`config.mk`:
```
export PLATFORM = sky130hd
export DESIGN_NAME = sdi_source_sched_flat
export DESIGN_NICKNAME = d
export VERILOG_FILES = /design/src/rtl/sdi_source_sched_if.sv /design/src/rtl/sdi_source_sched.sv /design/src/flat_wrapper.sv
export SDC_FILE = /design/constraint.sdc
export NUM_CORES = 1
export LEC_CHECK = 0
export ABC_AREA = 1
export ABC_CLOCK_PERIOD_IN_PS = 3200
export BUFFER_PORTS_ARGS = -buffer_cell sky130_fd_sc_hd__clkbuf_2
export CAP_MARGIN = 20
export CORE_MARGIN = 5
export CORE_UTILIZATION = 55
export DETAILED_ROUTE_END_ITERATION = 10
export PLACE_DENSITY_LB_ADDON = 0.2
export SLEW_MARGIN = 10
export SYNTH_ARGS = -nofsm -noshare
export SYNTH_HDL_FRONTEND = slang
export SYNTH_SLANG_ARGS = --single-unit
```
`constraint.sdc`:
```
create_clock -name i_CLK_74m25 -period 3.2 [get_ports i_CLK_74m25]
set_input_delay 0.64 -clock i_CLK_74m25 [delete_from_list [all_inputs] [get_ports i_CLK_74m25]]
set_output_delay 0.64 -clock i_CLK_74m25 [all_outputs]
set_load 0.03 [all_outputs]
```
`src/rtl/sdi_source_sched_if.sv`:
```
`default_nettype none
// +--------------------------------------------------------------------------+
// | sdi_source_sched_if                                                      |
// | Bundle between the source scheduler, the SMPTE 274M generator and the    |
// | external pixel FIFO.                                                     |
// | Rev 1.0                                                                  |
// +--------------------------------------------------------------------------+
interface sdi_source_sched_if;
  logic        i_start;
  logic        i_src_sel;
  logic        i_clr;
  logic [11:0] PIX_CNT_i;
  logic [10:0] LINE_CNT_i;
  logic        DATA_RQ_i;
  logic [9:0]  i_fifo_Y;
  logic [9:0]  i_fifo_C;
  logic        i_fifo_empty;
  logic [11:0] i_fifo_level;
  logic        o_EN;
  logic        o_fifo_rd;
  logic [9:0]  o_data_Y;
  logic [9:0]  o_data_C;
  logic        o_src_active;
  logic        o_running;
  logic        o_underflow;
  logic [15:0] o_uf_cnt;

  // Scheduler side
  modport master (
    input  i_start, i_src_sel, i_clr, PIX_CNT_i, LINE_CNT_i, DATA_RQ_i,
           i_fifo_Y, i_fifo_C, i_fifo_empty, i_fifo_level,
    output o_EN, o_fifo_rd, o_data_Y, o_data_C, o_src_active, o_running,
           o_underflow, o_uf_cnt
  );

  // Environment side (generator, FIFO, control)
  modport slave (
    output i_start, i_src_sel, i_clr, PIX_CNT_i, LINE_CNT_i, DATA_RQ_i,
           i_fifo_Y, i_fifo_C, i_fifo_empty, i_fifo_level,
    input  o_EN, o_fifo_rd, o_data_Y, o_data_C, o_src_active, o_running,
           o_underflow, o_uf_cnt
  );
endinterface
`default_nettype wire

```
`src/rtl/sdi_source_sched.sv`:
```
`default_nettype none
// +--------------------------------------------------------------------------+
// | sdi_source_sched                                                         |
// | Frame-aligned source scheduler (colour bars / external FIFO) for the     |
// | 1080p30 HD-SDI transmit generator.                                       |
// | Rev 1.0                                                                  |
// +--------------------------------------------------------------------------+
module sdi_source_sched #(
  parameter int ACTIVE_PIX  = 1920,
  parameter int FRAME_LINES = 1125,
  parameter int PREFILL     = 1024,
  parameter int BAR_WIDTH   = 240
) (
  input wire i_CLK_74m25,
  input wire i_RST,
  sdi_source_sched_if.master bus
);

  localparam int         c_LINE_W  = $clog2(FRAME_LINES);
  localparam logic [9:0] c_BLACK_Y = 10'h040;
  localparam logic [9:0] c_BLACK_C = 10'h200;

  typedef enum logic [1:0] {
    S_OFF   = 2'd0,
    S_ARM   = 2'd1,
    S_RUN   = 2'd2,
    S_DRAIN = 2'd3
  } state_t;

  state_t      r_state;
  state_t      w_state_nxt;
  logic        w_enter_run;
  logic        r_en;
  logic        r_src_active;
  logic [11:0] r_idx;
  logic        r_p1_black;
  logic        r_p1_fifo;
  logic [9:0]  r_p1_y;
  logic [9:0]  r_p1_c;
  logic [9:0]  r_data_y;
  logic [9:0]  r_data_c;
  logic        r_underflow;
  logic [15:0] r_uf_cnt;

  logic        w_frame_start;
  logic        w_live;
  logic        w_lvl_ok;
  logic        w_uf;
  logic        w_rd;
  logic [2:0]  w_bar;
  logic [9:0]  w_pat_y;
  logic [9:0]  w_pat_cb;
  logic [9:0]  w_pat_cr;

  assign w_frame_start = (bus.PIX_CNT_i == 12'd0) &&
                         (bus.LINE_CNT_i[c_LINE_W-1:0] == '0);
  assign w_live        = (r_state == S_RUN) || (r_state == S_DRAIN);
  assign w_lvl_ok      = (bus.i_fifo_level >= 12'(PREFILL));
  assign w_uf          = bus.DATA_RQ_i && w_live && r_src_active && bus.i_fifo_empty;
  assign w_rd          = bus.DATA_RQ_i && w_live && r_src_active && !bus.i_fifo_empty && !i_RST;

  // ---------------------------------------------------------------- FSM
  always_ff @(posedge i_CLK_74m25) begin
    if (i_RST) r_state <= S_OFF;
    else       r_state <= w_state_nxt;
  end

  always_comb begin
    w_state_nxt = r_state;
    w_enter_run = 1'b0;
    case (r_state)
      S_OFF: begin
        if (bus.i_start) w_state_nxt = S_ARM;
      end
      S_ARM: begin
        if (!bus.i_start) begin
          w_state_nxt = S_OFF;
        end else if (!bus.i_src_sel || w_lvl_ok) begin
          w_state_nxt = S_RUN;
          w_enter_run = 1'b1;
        end
      end
      S_RUN: begin
        if (!bus.i_start) w_state_nxt = S_DRAIN;
      end
      S_DRAIN: begin
        if (bus.i_start)        w_state_nxt = S_RUN;
        else if (w_frame_start) w_state_nxt = S_OFF;
      end
      default: w_state_nxt = S_OFF;
    endcase
  end

  // Generator enable is sticky: once the raster runs it is never stopped.
  always_ff @(posedge i_CLK_74m25) begin
    if (i_RST) begin
      r_en         <= 1'b0;
      r_src_active <= 1'b0;
    end else begin
      if (w_enter_run) r_en <= 1'b1;
      if (w_enter_run || ((r_state == S_RUN) && w_frame_start))
        r_src_active <= bus.i_src_sel;
    end
  end

  // ---------------------------------------------------------- pixel index
  always_ff @(posedge i_CLK_74m25) begin
    if (i_RST)                                 r_idx <= 12'd0;
    else if (!bus.DATA_RQ_i)                   r_idx <= 12'd0;
    else if (r_idx != 12'(ACTIVE_PIX - 1))     r_idx <= r_idx + 12'd1;
  end

  // ------------------------------------------------------ colour bars
  always_comb begin
    w_bar = 3'd0;
    for (int k = 1; k < 8; k++) begin
      if (r_idx >= 12'(k * BAR_WIDTH)) w_bar = 3'(k);
    end
  end

  always_comb begin
    w_pat_y  = c_BLACK_Y;
    w_pat_cb = c_BLACK_C;
    w_pat_cr = c_BLACK_C;
    case (w_bar)
      3'd0: begin w_pat_y = 10'd721; w_pat_cb = 10'd512; w_pat_cr = 10'd512; end
      3'd1: begin w_pat_y = 10'd674; w_pat_cb = 10'd176; w_pat_cr = 10'd543; end
      3'd2: begin w_pat_y = 10'd581; w_pat_cb = 10'd589; w_pat_cr = 10'd176; end
      3'd3: begin w_pat_y = 10'd534; w_pat_cb = 10'd253; w_pat_cr = 10'd207; end
      3'd4: begin w_pat_y = 10'd251; w_pat_cb = 10'd771; w_pat_cr = 10'd817; end
      3'd5: begin w_pat_y = 10'd204; w_pat_cb = 10'd448; w_pat_cr = 10'd848; end
      3'd6: begin w_pat_y = 10'd111; w_pat_cb = 10'd848; w_pat_cr = 10'd481; end
      default: begin w_pat_y = 10'd64; w_pat_cb = 10'd512; w_pat_cr = 10'd512; end
    endcase
  end

  // --------------------------------------------------------- 2-stage pipe
  // Stage 1 aligns the pattern with the FIFO's one-cycle read latency and
  // carries the black/underflow decision made in the request cycle.
  always_ff @(posedge i_CLK_74m25) begin
    if (i_RST) begin
      r_p1_black <= 1'b1;
      r_p1_fifo  <= 1'b0;
      r_p1_y     <= c_BLACK_Y;
      r_p1_c     <= c_BLACK_C;
      r_data_y   <= c_BLACK_Y;
      r_data_c   <= c_BLACK_C;
    end else begin
      r_p1_black <= !(bus.DATA_RQ_i && w_live) || w_uf;
      r_p1_fifo  <= r_src_active;
      r_p1_y     <= w_pat_y;
      r_p1_c     <= r_idx[0] ? w_pat_cr : w_pat_cb;
      if (r_p1_black) begin
        r_data_y <= c_BLACK_Y;
        r_data_c <= c_BLACK_C;
      end else if (r_p1_fifo) begin
        r_data_y <= bus.i_fifo_Y;
        r_data_c <= bus.i_fifo_C;
      end else begin
        r_data_y <= r_p1_y;
        r_data_c <= r_p1_c;
      end
    end
  end

  // ------------------------------------------------------------- status
  // A simultaneous clear and underflow restarts the count at one.
  always_ff @(posedge i_CLK_74m25) begin
    if (i_RST) begin
      r_underflow <= 1'b0;
      r_uf_cnt    <= 16'd0;
    end else if (w_uf) begin
      r_underflow <= 1'b1;
      if (bus.i_clr)                  r_uf_cnt <= 16'd1;
      else if (r_uf_cnt != 16'hFFFF)  r_uf_cnt <= r_uf_cnt + 16'd1;
    end else if (bus.i_clr) begin
      r_underflow <= 1'b0;
      r_uf_cnt    <= 16'd0;
    end
  end

  assign bus.o_EN         = r_en;
  assign bus.o_fifo_rd    = w_rd;
  assign bus.o_data_Y     = r_data_y;
  assign bus.o_data_C     = r_data_c;
  assign bus.o_src_active = r_src_active;
  assign bus.o_running    = (r_state == S_RUN);
  assign bus.o_underflow  = r_underflow;
  assign bus.o_uf_cnt     = r_uf_cnt;

endmodule
`default_nettype wire

```
`src/flat_wrapper.sv`:
```
// flat-port wrapper written by rule: the top's interface ports become plain ports
module sdi_source_sched_flat 
#(
  parameter int ACTIVE_PIX  = 1920,
  parameter int FRAME_LINES = 1125,
  parameter int PREFILL     = 1024,
  parameter int BAR_WIDTH   = 240
)
  (i_CLK_74m25, i_RST, bus_i_start, bus_i_src_sel, bus_i_clr, bus_PIX_CNT_i, bus_LINE_CNT_i, bus_DATA_RQ_i, bus_i_fifo_Y, bus_i_fifo_C, bus_i_fifo_empty, bus_i_fifo_level, bus_o_EN, bus_o_fifo_rd, bus_o_data_Y, bus_o_data_C, bus_o_src_active, bus_o_running, bus_o_underflow, bus_o_uf_cnt);
  sdi_source_sched_if bus_i ();
  input wire i_CLK_74m25;
  input wire i_RST;
  input wire logic [$bits(bus_i.i_start)-1:0] bus_i_start;
  input wire logic [$bits(bus_i.i_src_sel)-1:0] bus_i_src_sel;
  input wire logic [$bits(bus_i.i_clr)-1:0] bus_i_clr;
  input wire logic [$bits(bus_i.PIX_CNT_i)-1:0] bus_PIX_CNT_i;
  input wire logic [$bits(bus_i.LINE_CNT_i)-1:0] bus_LINE_CNT_i;
  input wire logic [$bits(bus_i.DATA_RQ_i)-1:0] bus_DATA_RQ_i;
  input wire logic [$bits(bus_i.i_fifo_Y)-1:0] bus_i_fifo_Y;
  input wire logic [$bits(bus_i.i_fifo_C)-1:0] bus_i_fifo_C;
  input wire logic [$bits(bus_i.i_fifo_empty)-1:0] bus_i_fifo_empty;
  input wire logic [$bits(bus_i.i_fifo_level)-1:0] bus_i_fifo_level;
  output wire logic [$bits(bus_i.o_EN)-1:0] bus_o_EN;
  output wire logic [$bits(bus_i.o_fifo_rd)-1:0] bus_o_fifo_rd;
  output wire logic [$bits(bus_i.o_data_Y)-1:0] bus_o_data_Y;
  output wire logic [$bits(bus_i.o_data_C)-1:0] bus_o_data_C;
  output wire logic [$bits(bus_i.o_src_active)-1:0] bus_o_src_active;
  output wire logic [$bits(bus_i.o_running)-1:0] bus_o_running;
  output wire logic [$bits(bus_i.o_underflow)-1:0] bus_o_underflow;
  output wire logic [$bits(bus_i.o_uf_cnt)-1:0] bus_o_uf_cnt;
  assign bus_i.i_start = bus_i_start;
  assign bus_i.i_src_sel = bus_i_src_sel;
  assign bus_i.i_clr = bus_i_clr;
  assign bus_i.PIX_CNT_i = bus_PIX_CNT_i;
  assign bus_i.LINE_CNT_i = bus_LINE_CNT_i;
  assign bus_i.DATA_RQ_i = bus_DATA_RQ_i;
  assign bus_i.i_fifo_Y = bus_i_fifo_Y;
  assign bus_i.i_fifo_C = bus_i_fifo_C;
  assign bus_i.i_fifo_empty = bus_i_fifo_empty;
  assign bus_i.i_fifo_level = bus_i_fifo_level;
  assign bus_o_EN = bus_i.o_EN;
  assign bus_o_fifo_rd = bus_i.o_fifo_rd;
  assign bus_o_data_Y = bus_i.o_data_Y;
  assign bus_o_data_C = bus_i.o_data_C;
  assign bus_o_src_active = bus_i.o_src_active;
  assign bus_o_running = bus_i.o_running;
  assign bus_o_underflow = bus_i.o_underflow;
  assign bus_o_uf_cnt = bus_i.o_uf_cnt;
  sdi_source_sched #(.ACTIVE_PIX(ACTIVE_PIX), .FRAME_LINES(FRAME_LINES), .PREFILL(PREFILL), .BAR_WIDTH(BAR_WIDTH)) u_core (.i_CLK_74m25(i_CLK_74m25), .i_RST(i_RST), .bus(bus_i));
endmodule
```
Word-level counts from Yosys, hierarchy flattened
Index checks and enable logic that the tools add are counted.
- reduce and logical (&&, ||, !) cells: 25
- multiply operators: 0
- add/subtract/negate cells: 2
- eq/ne operators: 15
- shifts and indexed selects: 0
- multiplexer cells: 29
- div/mod/pow operators: 0
- $lt $le $gt $ge: 8
- bitwise operators: 1
- operators by type and width (kind ; count):
    10-bit case mux with 6 select lines ; 2
    10-bit case mux with 7 select lines ; 1
    16-bit 2-to-1 mux ; 4
    12-bit by 11-bit greater-or-equal comparator with 1-bit output (second input constant) ; 4
    10-bit 2-to-1 mux ; 3
    12-bit by 10-bit greater-or-equal comparator with 1-bit output (second input constant) ; 2
    16-bit by 1-bit adder with 16-bit output (second input constant) ; 1
    2-bit 2-to-1 mux ; 8
    16-bit inequality test (second input constant) ; 1
    12-bit by 1-bit adder with 12-bit output (second input constant) ; 1
    12-bit by 8-bit greater-or-equal comparator with 1-bit output (second input constant) ; 1
    12-bit by 9-bit greater-or-equal comparator with 1-bit output (second input constant) ; 1
    12-bit logical NOT ; 1
    3-bit 2-to-1 mux ; 4
    12-bit by 11-bit inequality test with 1-bit output (second input constant) ; 1
    11-bit logical NOT ; 1
    3-bit equality test (second input constant) ; 3
    2-bit case mux with 4 select lines ; 1
    1-bit logical AND ; 7
    3-bit by 2-bit equality test with 1-bit output (second input constant) ; 2
    1-bit 2-to-1 mux ; 6
    3-bit by 2-bit inequality test with 1-bit output (second input constant) ; 2
    2-bit equality test (second input constant) ; 2
    1-bit logical NOT ; 4
    other kinds (11) ; 17
- memory bits (read-only): 0
- bits of input ports: 62
- RAM bits: 0
- latch bits: 0
- memories: 0
- flip-flop bits (word level): 75
- output and inout port bits: 41
- word-level logic and storage cells: 92

Depth between registers and ports, before layout
Gate-level depths: netlist (run 1).
- word-level depth: 11
- mapped depth: 15
- mapped depth without buffers: 14

Worst setup path after synthesis (run 1)
No wires, ideal clock.
- kind: in2out
- start: input port i_RST
- end: output port bus_o_fifo_rd
- path slack: 0.757 ns
- path buffers: 1
- data required time: 2.560 ns
- cell stages on the path: 2
- data arrival time: 1.803 ns
- path through: clkbuf_1 > nor4_1
- cells in the longest elaborated chain, start to end: 2
- RTL lines (item ; line ; text):
    start, declared ; flat_wrapper.sv:12 ; input wire i_RST;
    1-bit logical NOT ; sdi_source_sched.sv:60 ; assign w_rd = bus.DATA_RQ_i && w_live && r_src_active && !bus.i_fifo_empty && !i_RST;
    1-bit logical AND ; sdi_source_sched.sv:60 ;
    end, declared ; flat_wrapper.sv:24 ; output wire logic [$bits(bus_i.o_fifo_rd)-1:0] bus_o_fifo_rd;
No other way between the ends.

Worst setup path after layout (run 1)
Ends and elaborated chain as after synthesis.

==> results.cfg, run 1 <==
[critical_path]
crit_fanout = 27
worst_path_most_repeated_cell = clkbuf_2
r2r-start = u_core.bus.o_uf_cnt[0]
cp.required_ns = 2.56
worstPathArrival_ns = 1.56
crit_end = bus_o_fifo_rd
r2r-end = u_core.bus.o_uf_cnt[6]
cp-startpoint = i_RST
worstRegToRegCells = 11
cp-start-kind = primary input
r2r_slack_ns = 1.05
max_stage_delay_ns = 0.35
crit_path_cell_trace = clkbuf_2, nor4_1, clkbuf_2
cp-end-kind = primary output
crit_slowest_cell = nor4_1
crit_type = in -> out

[timing]
timing.final.crit_share_pct = 68.8
relSlewSlack_pct = 51.6
fin_skew_ns = 0.0105
final.setup.tns_ns = 0
period_needed_ns = 2.20
slew_viol_final = 0
final_hold_viol_count = 0
setup_viol = 0
worstMarginPinSlew_ns = 0.723
fmax_ghz = 0.454
rsz0062_at_grt = no

[detailed_routing]
drt_iter0_markers = 196
drc_errors = 0
wire_per_inst_um = 12.0
antenna_left = 0
vias = 3299
wirelength_mm = 7.72
firstDrtPassIters = 4
viasPerCell = 5.12

[placed_design]
place_area_um2 = 3840
place.gp.congestion = 0.924
dp_hpwl_mm = 5.84
port_buffers = 92
dp.cells = 628

[finish]
nets = 629
drive_above_1_share_pct = 22.3
layout_commonest_cell = nand2_1
nFillCells = 550
antennaDiodeCount = 0
most-common-layout-cells = nand2_1 (122), clkbuf_2 (92), dfxtp_1 (73), inv_1 (59), a21oi_1 (51)
area_delta_synth_final_pct = 20.6
final_cell_area_um2 = 4030
final_cells = 644

[global_route]
antenna_found_initial = 0
grt_max_degree = 28
grt_pass1_wl_mm = 13.1
track_usage_pct = 21.0
grt_pass1_vias = 2983
grt_overflow = 0

[synthesis]
ys_types = 39
synth_area_um2 = 3340
ys_warn_count = 0
ys_ff_latch = 73
netlist_instances = 471
synthesis.nets = 536
avgSynthCellArea_um2 = 7.08
yosysSeqAreaShare_pct = 43.8

[cts]
cts_tree = done
cts_sinks = 73
cts.htree.levels = 3
clk_pin_slew_worst_paths_ns = 0.09
hold_buffers = 0
cts_setup_buffers = 0
cts_resized = 0
clk_path_buf_depth = 2
clk_latency_ns = 0.35
cts_buffers = 9
cts_root_buf = clkbuf_8

[pwr]
p_total_uw = 1750
cellPowerDensity_nw_per_um2 = 434
p_leak_uw = 0.00176
max-vdd-ir-drop_mv = 0.267

[die]
io_pins = 103
initial_core_util_pct = 56.4
core_area_um2 = 5920
die_w_um = 87.9
placementRows = 28
dieHeight_um = 87.9
dieArea_um2 = 7720

[run]
cap_violations = 0

[status]
status = completed

[hold_path]
hp-class = reg -> reg
[worst max-delay path: cells and delay by family]
kind / cells / cell delay, ns
AND/OR/NAND/NOR: 1 / 0.35
buffers and inverters: 2 / 0.56
[cell type report]
cell class / instances / area [µm²] / area share (%)
sequential: 73 / 1460 / 36.3
tap: 75 / 93.8 / 2.33
timing repair buffer: 93 / 468 / 11.6
clock inverter: 7 / 62.6 / 1.55
multi-input combinational: 324 / 1580 / 39.2
inverter: 63 / 236 / 5.88
clock buffer: 9 / 124 / 3.08
[flip-flops by register name, indices dropped and copies added (netlist names), named ones only]
register / flops
u_core.bus.o_uf_cnt: 16
u_core.r_state: 1
u_core.r_p1_fifo: 1
u_core.r_p1_y: 9
u_core.r_p1_c: 9
u_core.r_p1_black: 1
u_core.bus.o_data_C: 10
u_core.bus.o_underflow: 1
u_core.bus.o_data_Y: 10
u_core.r_idx: 12
u_core.bus.o_EN: 1
u_core.bus.o_src_active: 1
[how the worst min path moves through the flow]
| stage | from | end | slack, ns | depth (start not counted) |
|---|---|---|---|---|
| 6_report | u_core.r_p1_y[1] | u_core.bus.o_data_Y[1] | 0.43 | 2 |
| 5_1_grt | u_core.r_p1_c[0] | u_core.bus.o_data_C[0] | 0.47 | 2 |
| 4_1_cts | u_core.r_p1_y[1] | u_core.bus.o_data_Y[1] | 0.44 | 2 |
| 3_5_place_dp | u_core.r_p1_c[9] | u_core.bus.o_data_C[9] | 0.43 | 2 |
| 3_3_place_gp | u_core.r_p1_c[9] | u_core.bus.o_data_C[9] | 0.42 | 2 |
| 2_1_floorplan | u_core.r_p1_c[9] | u_core.bus.o_data_C[9] | 0.41 | 2 |
[per-layer routing]
metal | up-vias | GRT usage, % | wire, µm
li1 | 1722 | - | -
met5 | - | 0 | 0
met2 | 109 | 34.5 | 3590
met3 | 9 | 3.57 | 527
met4 | 0 | 7.81 | 111
met1 | 1459 | 27.6 | 3490
[Yosys cell counts (all sizes together)]
cell	n	area share, %
nor2	49	5.7
o2111ai	1	0.26
clkbuf	7	0.79
ha	3	1.1
buf	4	1.0
o21a	1	0.23
a31oi	6	1.1
o21bai	1	0.23
a211oi	2	0.60
a21oi	53	8.2
and2	2	0.38
o211ai	1	0.23
clkinv	2	0.23
nor4	8	1.5
nand3	22	3.3
xor2	1	0.26
nor3	11	1.9
o21ai	19	3.4
nand4	10	2.3
a21o	1	0.23
inv	61	6.9
xnor2	2	0.53
dfxtp	73	44
and3	2	0.37
a21boi	1	0.23
a32oi	1	0.26
nand2	127	15
[power by group]
part	total, µW	switching (µW)	internal, µW
clock	674	376	297
combinational	138	86.6	51.2
sequential	937	13.3	923
total	1750	476	1270
[per-stage QoR]
step,hold WS [ns],utilization (%),worst slack [ns]
after CTS,0.436,68.0,0.987
after detailed placement,0.430,64.8,0.991
after global routing,0.467,68.0,0.787
after floorplan,0.406,-,0.757
final,0.435,68.0,0.998
after global placement,0.415,64.8,0.976
[cells by family after synthesis]
kind of cell / after synthesis / synth area share, %
buffers and inverters: 74 / 8.89
xor gates and xnor gates: 3 / 0.788
AOI/OAI and AO/OA: 87 / 15.0
adders and majority gates: 3 / 1.12
and+or+nand+nor: 231 / 30.4
DFF: 73 / 43.8
Power figures use the tool's default switching activity.
==> run 2, diff against run 1 <==
--- a/config.mk
+++ b/config.mk
@@ -6,11 +6,11 @@
 export NUM_CORES = 1
 export LEC_CHECK = 0
 export ABC_AREA = 1
-export ABC_CLOCK_PERIOD_IN_PS = 3200
+export ABC_CLOCK_PERIOD_IN_PS = 1800
 export BUFFER_PORTS_ARGS = -buffer_cell sky130_fd_sc_hd__clkbuf_2
 export CAP_MARGIN = 20
 export CORE_MARGIN = 5
-export CORE_UTILIZATION = 55
+export CORE_UTILIZATION = 46
 export DETAILED_ROUTE_END_ITERATION = 10
 export PLACE_DENSITY_LB_ADDON = 0.2
 export SLEW_MARGIN = 10
==> constraint.sdc (replaced) <==
create_clock -name i_CLK_74m25 -period 1.8 [get_ports i_CLK_74m25]
set_input_delay 0.36 -clock i_CLK_74m25 [delete_from_list [all_inputs] [get_ports i_CLK_74m25]]
set_output_delay 0.36 -clock i_CLK_74m25 [all_outputs]
set_load 0.03 [all_outputs]
==> results.cfg, run 2 (synthesized netlist as in run 1, its figures left out) <==
[global_route]
grt_max_degree = 21
track_usage_pct = 18.9
grt_pass1_wl_mm = 13.7
antenna_found_initial = 0
grt_pass1_vias = 3171
grt_overflow = 0

[timing]
period_needed_ns = 1.76
final_hold_viol_count = 0
setup_viol = 0
rsz0062_at_grt = yes
worstMarginPinSlew_ns = 0.469
fin_skew_ns = 0.00982
hold_ws_ns = 0.234
relSlewSlack_pct = 68.5
fmax_ghz = 0.568
timing.final.crit_share_pct = 97.8
slew_viol_final = 0

[die]
initial_core_util_pct = 46.5
dieHeight_um = 95.2
placementRows = 31
die_w_um = 95.2
core_area_um2 = 7180
dieArea_um2 = 9060
io_pins = 103

[placed_design]
port_buffers = 92
dp.cells = 678
dp_hpwl_mm = 6.16
place_area_um2 = 4090
place.gp.congestion = 0.857

[finish]
area_delta_synth_final_pct = 33.5
layout_commonest_cell = nand2_1
most-common-layout-cells = nand2_1 (115), clkbuf_2 (92), dfxtp_1 (60), inv_1 (58), a21oi_1 (46)
drive_above_1_share_pct = 32.6
final_cell_area_um2 = 4450
antennaDiodeCount = 0
nets = 662
final_cells = 701
final_util_pct = 62.1
nFillCells = 688
largest_reg_flops = 16

[detailed_routing]
antenna_left = 0
viasPerCell = 4.84
drt_iter0_markers = 147
vias = 3392
drc_errors = 0
firstDrtPassIters = 4
wirelength_mm = 8.25
wire_per_inst_um = 11.8

[run]
cap_violations = 0

[cts]
cts_buffers = 9
cts_tree = done
hold_buffers = 0
clk_path_buf_depth = 2
cts_root_buf = clkbuf_8
cts_sinks = 73
clk_latency_ns = 0.34
clk_pin_slew_worst_paths_ns = 0.09
cts.htree.levels = 3

[critical_path]
crit_fanout = 8
cp.required_ns = 2.04
max_stage_delay_ns = 0.38
crit_slowest_cell = dfxtp_4
worst_path_most_repeated_cell = nand2_2
cp-start-kind = register
crit_type = reg -> reg
crit_path_cell_trace = ha_4, nand3_4, nor2_4, nand2_2, nor3_4, nand2_2, o21ai_4, nand2_4, a21o_1, inv_1, nor2_1
cp-end-kind = register
worstPathArrival_ns = 2.00

[pwr]
max-vdd-ir-drop_mv = 0.377
cellPowerDensity_nw_per_um2 = 703
p_total_uw = 3130
p_leak_uw = 0.00196

[status]
status = completed

[hold_path]
hp-class = in -> reg
-- run 2: cell count changes in the layout (fill, tap and decap cells not counted), moves of 3 or more --
cell and delta:
nor2_1 -3, nand2_2 +6, nand2_1 -7, buf_4 +30, dfxtp_4 +4, dfxtp_1 -13, dfxtp_2 +9, a21oi_2 +5
a21oi_1 -5, nor3_1 -3
-- run 2: worst paths after layout --
path	startpoint	to	slack (ns)	depth (start not counted)
setup / recovery	u_core.bus.o_uf_cnt[1]	u_core.bus.o_uf_cnt[7]	0.04	11
hold / removal	bus_i_fifo_C[8]	u_core.bus.o_data_C[8]	0.23	3
setup reg to reg	u_core.bus.o_uf_cnt[1]	u_core.bus.o_uf_cnt[7]	0.04	11
hold reg to reg	u_core.r_p1_c[6]	u_core.bus.o_data_C[6]	0.44	2
-- run 2: through the flow --
step | worst slack [ns] | TNS, ns
floorplan | -0.0138 | -0.0138
global placement | 0.0170 | 0
detailed placement | -0.0353 | -0.193
CTS | 0.00120 | 0
global route | -0.0661 | -0.583
finish | 0.0391 | 0
-- run 2: cell type report --
type	count	area, µm²	area share (%)
inverters	63	241	5.42
multi-input cells	325	1700	38.2
clock inverters	7	61.3	1.38
repair buffers	125	716	16.1
well taps	99	124	2.78
clock buffers	9	124	2.78
flip-flops and latches	73	1490	33.4
-- run 2: report_power, final --
part | switching [µW] | internal [µW] | leakage [µW]
combinational | 164 | 106 | 0.00127
sequential | 21.7 | 1640 | 0.000599
clock | 680 | 526 | 0.0000888
total | 865 | 2270 | 0.00196
-- run 2: timing repair --
action	4_1_cts	5_1_grt
resized for setup	3	40
endpoints found under the setup margin	8	28
cloned	1	0
pin swaps	1	3
buffers inserted	2	4
hold endpoints to repair	0	0
-- run 2: metal layers --
layer  share of wire [%]  routed length [µm]  global-route usage (%)
met5                   0                   0                       0
met1                  47                3860                    24.7
met2                  47                3890                    30.8
met4                 1.4                 116                    7.57
met3                 4.6                 382                    3.24
-- run 2: critical path, delay by kind of cell, from the launching register on --
family	cells	cell delay [ns]
and+or+nand+nor	7	0.69
adders and majority gates	1	0.14
AOI/OAI and AO/OA	2	0.40
DFF	1	0.38
buffers and inverters	1	0.05
==> run 3, diff against run 2 <==
--- a/config.mk
+++ b/config.mk
@@ -13,6 +13,7 @@
 export CORE_UTILIZATION = 46
 export DETAILED_ROUTE_END_ITERATION = 10
 export PLACE_DENSITY_LB_ADDON = 0.2
+export SETUP_SLACK_MARGIN = 0.5
 export SLEW_MARGIN = 10
 export SYNTH_ARGS = -nofsm -noshare
 export SYNTH_HDL_FRONTEND = slang
==> results.cfg, run 3 (synthesized netlist as in run 1, its figures left out) <==
[status]
status = finished with violations
violations = negative setup slack

[hold_path]
hp-class = in -> reg

[cts]
clk_path_buf_depth = 2
clk_latency_ns = 0.36
cts_root_buf = clkbuf_8
cts_buffers = 9
cts_tree = done
hold_buffers = 0
clk_pin_slew_worst_paths_ns = 0.08
cts.htree.levels = 3
cts_sinks = 73

[timing]
setup_slack_ns = -0.0315
rsz0062_at_grt = yes
slew_viol_final = 0
setup_viol = 3
relSlewSlack_pct = 76.8
hold_ws_ns = 0.218
timing.final.crit_share_pct = 102
fmax_ghz = 0.546
period_needed_ns = 1.83
fin_skew_ns = 0.00774
final_hold_viol_count = 0
worstMarginPinSlew_ns = 0.347

[critical_path]
worstPathArrival_ns = 2.09
crit_fanout = 6
cp-end-kind = register
cp-start-kind = register
crit_type = reg -> reg
cp.required_ns = 2.06
r2r_slack_ns = -0.03

[finish]
drive_above_1_share_pct = 56.9
final_util_pct = 80.1
final_cell_area_um2 = 5750
most-common-layout-cells = nand2_1 (78), clkbuf_2 (73), buf_4 (58), dfxtp_1 (44), inv_1 (37)
final_cells = 751
largest_reg_flops = 16
nFillCells = 423
layout_commonest_cell = nand2_1
antennaDiodeCount = 0
nets = 712
area_delta_synth_final_pct = 72.3

[run]
cap_violations = 0

[detailed_routing]
antenna_left = 0
wirelength_mm = 11.9
wire_per_inst_um = 15.8
viasPerCell = 5.27
firstDrtPassIters = 5
drc_errors = 0
vias = 3955
drt_iter0_markers = 218

[pwr]
max-vdd-ir-drop_mv = 0.341
cellPowerDensity_nw_per_um2 = 567
p_leak_uw = 0.00253

[die]
core_area_um2 = 7180
dieArea_um2 = 9060
initial_core_util_pct = 46.5
placementRows = 31
dieHeight_um = 95.2
die_w_um = 95.2
io_pins = 103

[global_route]
grt_pass1_vias = 3522
track_usage_pct = 21.5
grt_pass1_wl_mm = 15.4
antenna_found_initial = 0
grt_max_degree = 21
grt_overflow = 0

[placed_design]
dp.cells = 664
dp_hpwl_mm = 6.13
port_buffers = 92
place.gp.congestion = 0.915
place_area_um2 = 4200
## run 3: cell types whose count changed in the layout (fill, tap and decap cells not counted), sizes merged
cell,previous run,this run
clkinv,3,1
buf,33,96
nand2,128,127
clkbuf,101,89
clkinvlp,2,4
## run 3: critical path, cell delays in order (launching register included)
cell and delay, ns:
dfxtp_4 0.38, nand2_1 0.07, nor2_2 0.12, nand3_1 0.14
nor3_4 0.22, nand2_2 0.10, o21ai_4 0.18, nand2_4 0.12
buf_6 0.17, nand3_2 0.07, nand2_2 0.06, inv_2 0.05
nor2_1 0.04
## run 3: per-stage QoR
| stage | setup TNS [ns] | setup slack [ns] | power (µW) |
|---|---|---|---|
| floorplan | 0 | 0.0469 | 1860 |
| global placement | 0 | 0.0181 | 1950 |
| detailed placement | -0.234 | -0.0409 | 1960 |
| CTS | -0.0289 | -0.0161 | 3230 |
| global route | -0.758 | -0.112 | 3370 |
| finish | -0.0629 | -0.0315 | 3260 |
## run 3: routing by layer
layer | up-vias | routed length [µm] | GRT usage, %
met5 | - | 0 | 0
met4 | 0 | 409 | 9.38
met3 | 44 | 791 | 5.13
met2 | 183 | 6150 | 37.7
met1 | 1847 | 4540 | 24.9
li1 | 1881 | - | -
## run 3: layout make-up
class	instances	area (µm²)	share of cell area [%]
Clock buffer	9	124	2.15
Multi-Input combinational cell	324	2280	39.6
Inverter	63	272	4.72
Tap cell	99	124	2.15
Sequential cell	73	1540	26.8
Timing Repair Buffer	176	1350	23.4
Clock inverter	7	61.3	1.07
## run 3: final timing paths
check,startpoint,depth (start not counted),endpoint
worst max-delay path,u_core.bus.o_uf_cnt[7],12,u_core.bus.o_uf_cnt[15]
worst min-delay path,bus_i_fifo_C[8],3,u_core.bus.o_data_C[8]
worst max register to register,u_core.bus.o_uf_cnt[7],12,u_core.bus.o_uf_cnt[15]
worst min register to register,u_core.r_p1_c[9],2,u_core.bus.o_data_C[9]
## run 3: what timing repair did
item / 4_1_cts / 5_1_grt
pin swaps: 25 / 62
buffers inserted: 32 / 39
gates resized for setup: 102 / 144
cloned: 0 / 0
setup endpoints to repair: 56 / 80
## run 3: where the power goes
group	internal [µW]	switching, µW	total [µW]
Clock	526	698	1220
Sequential	1620	27.8	1650
Combinational	165	220	385
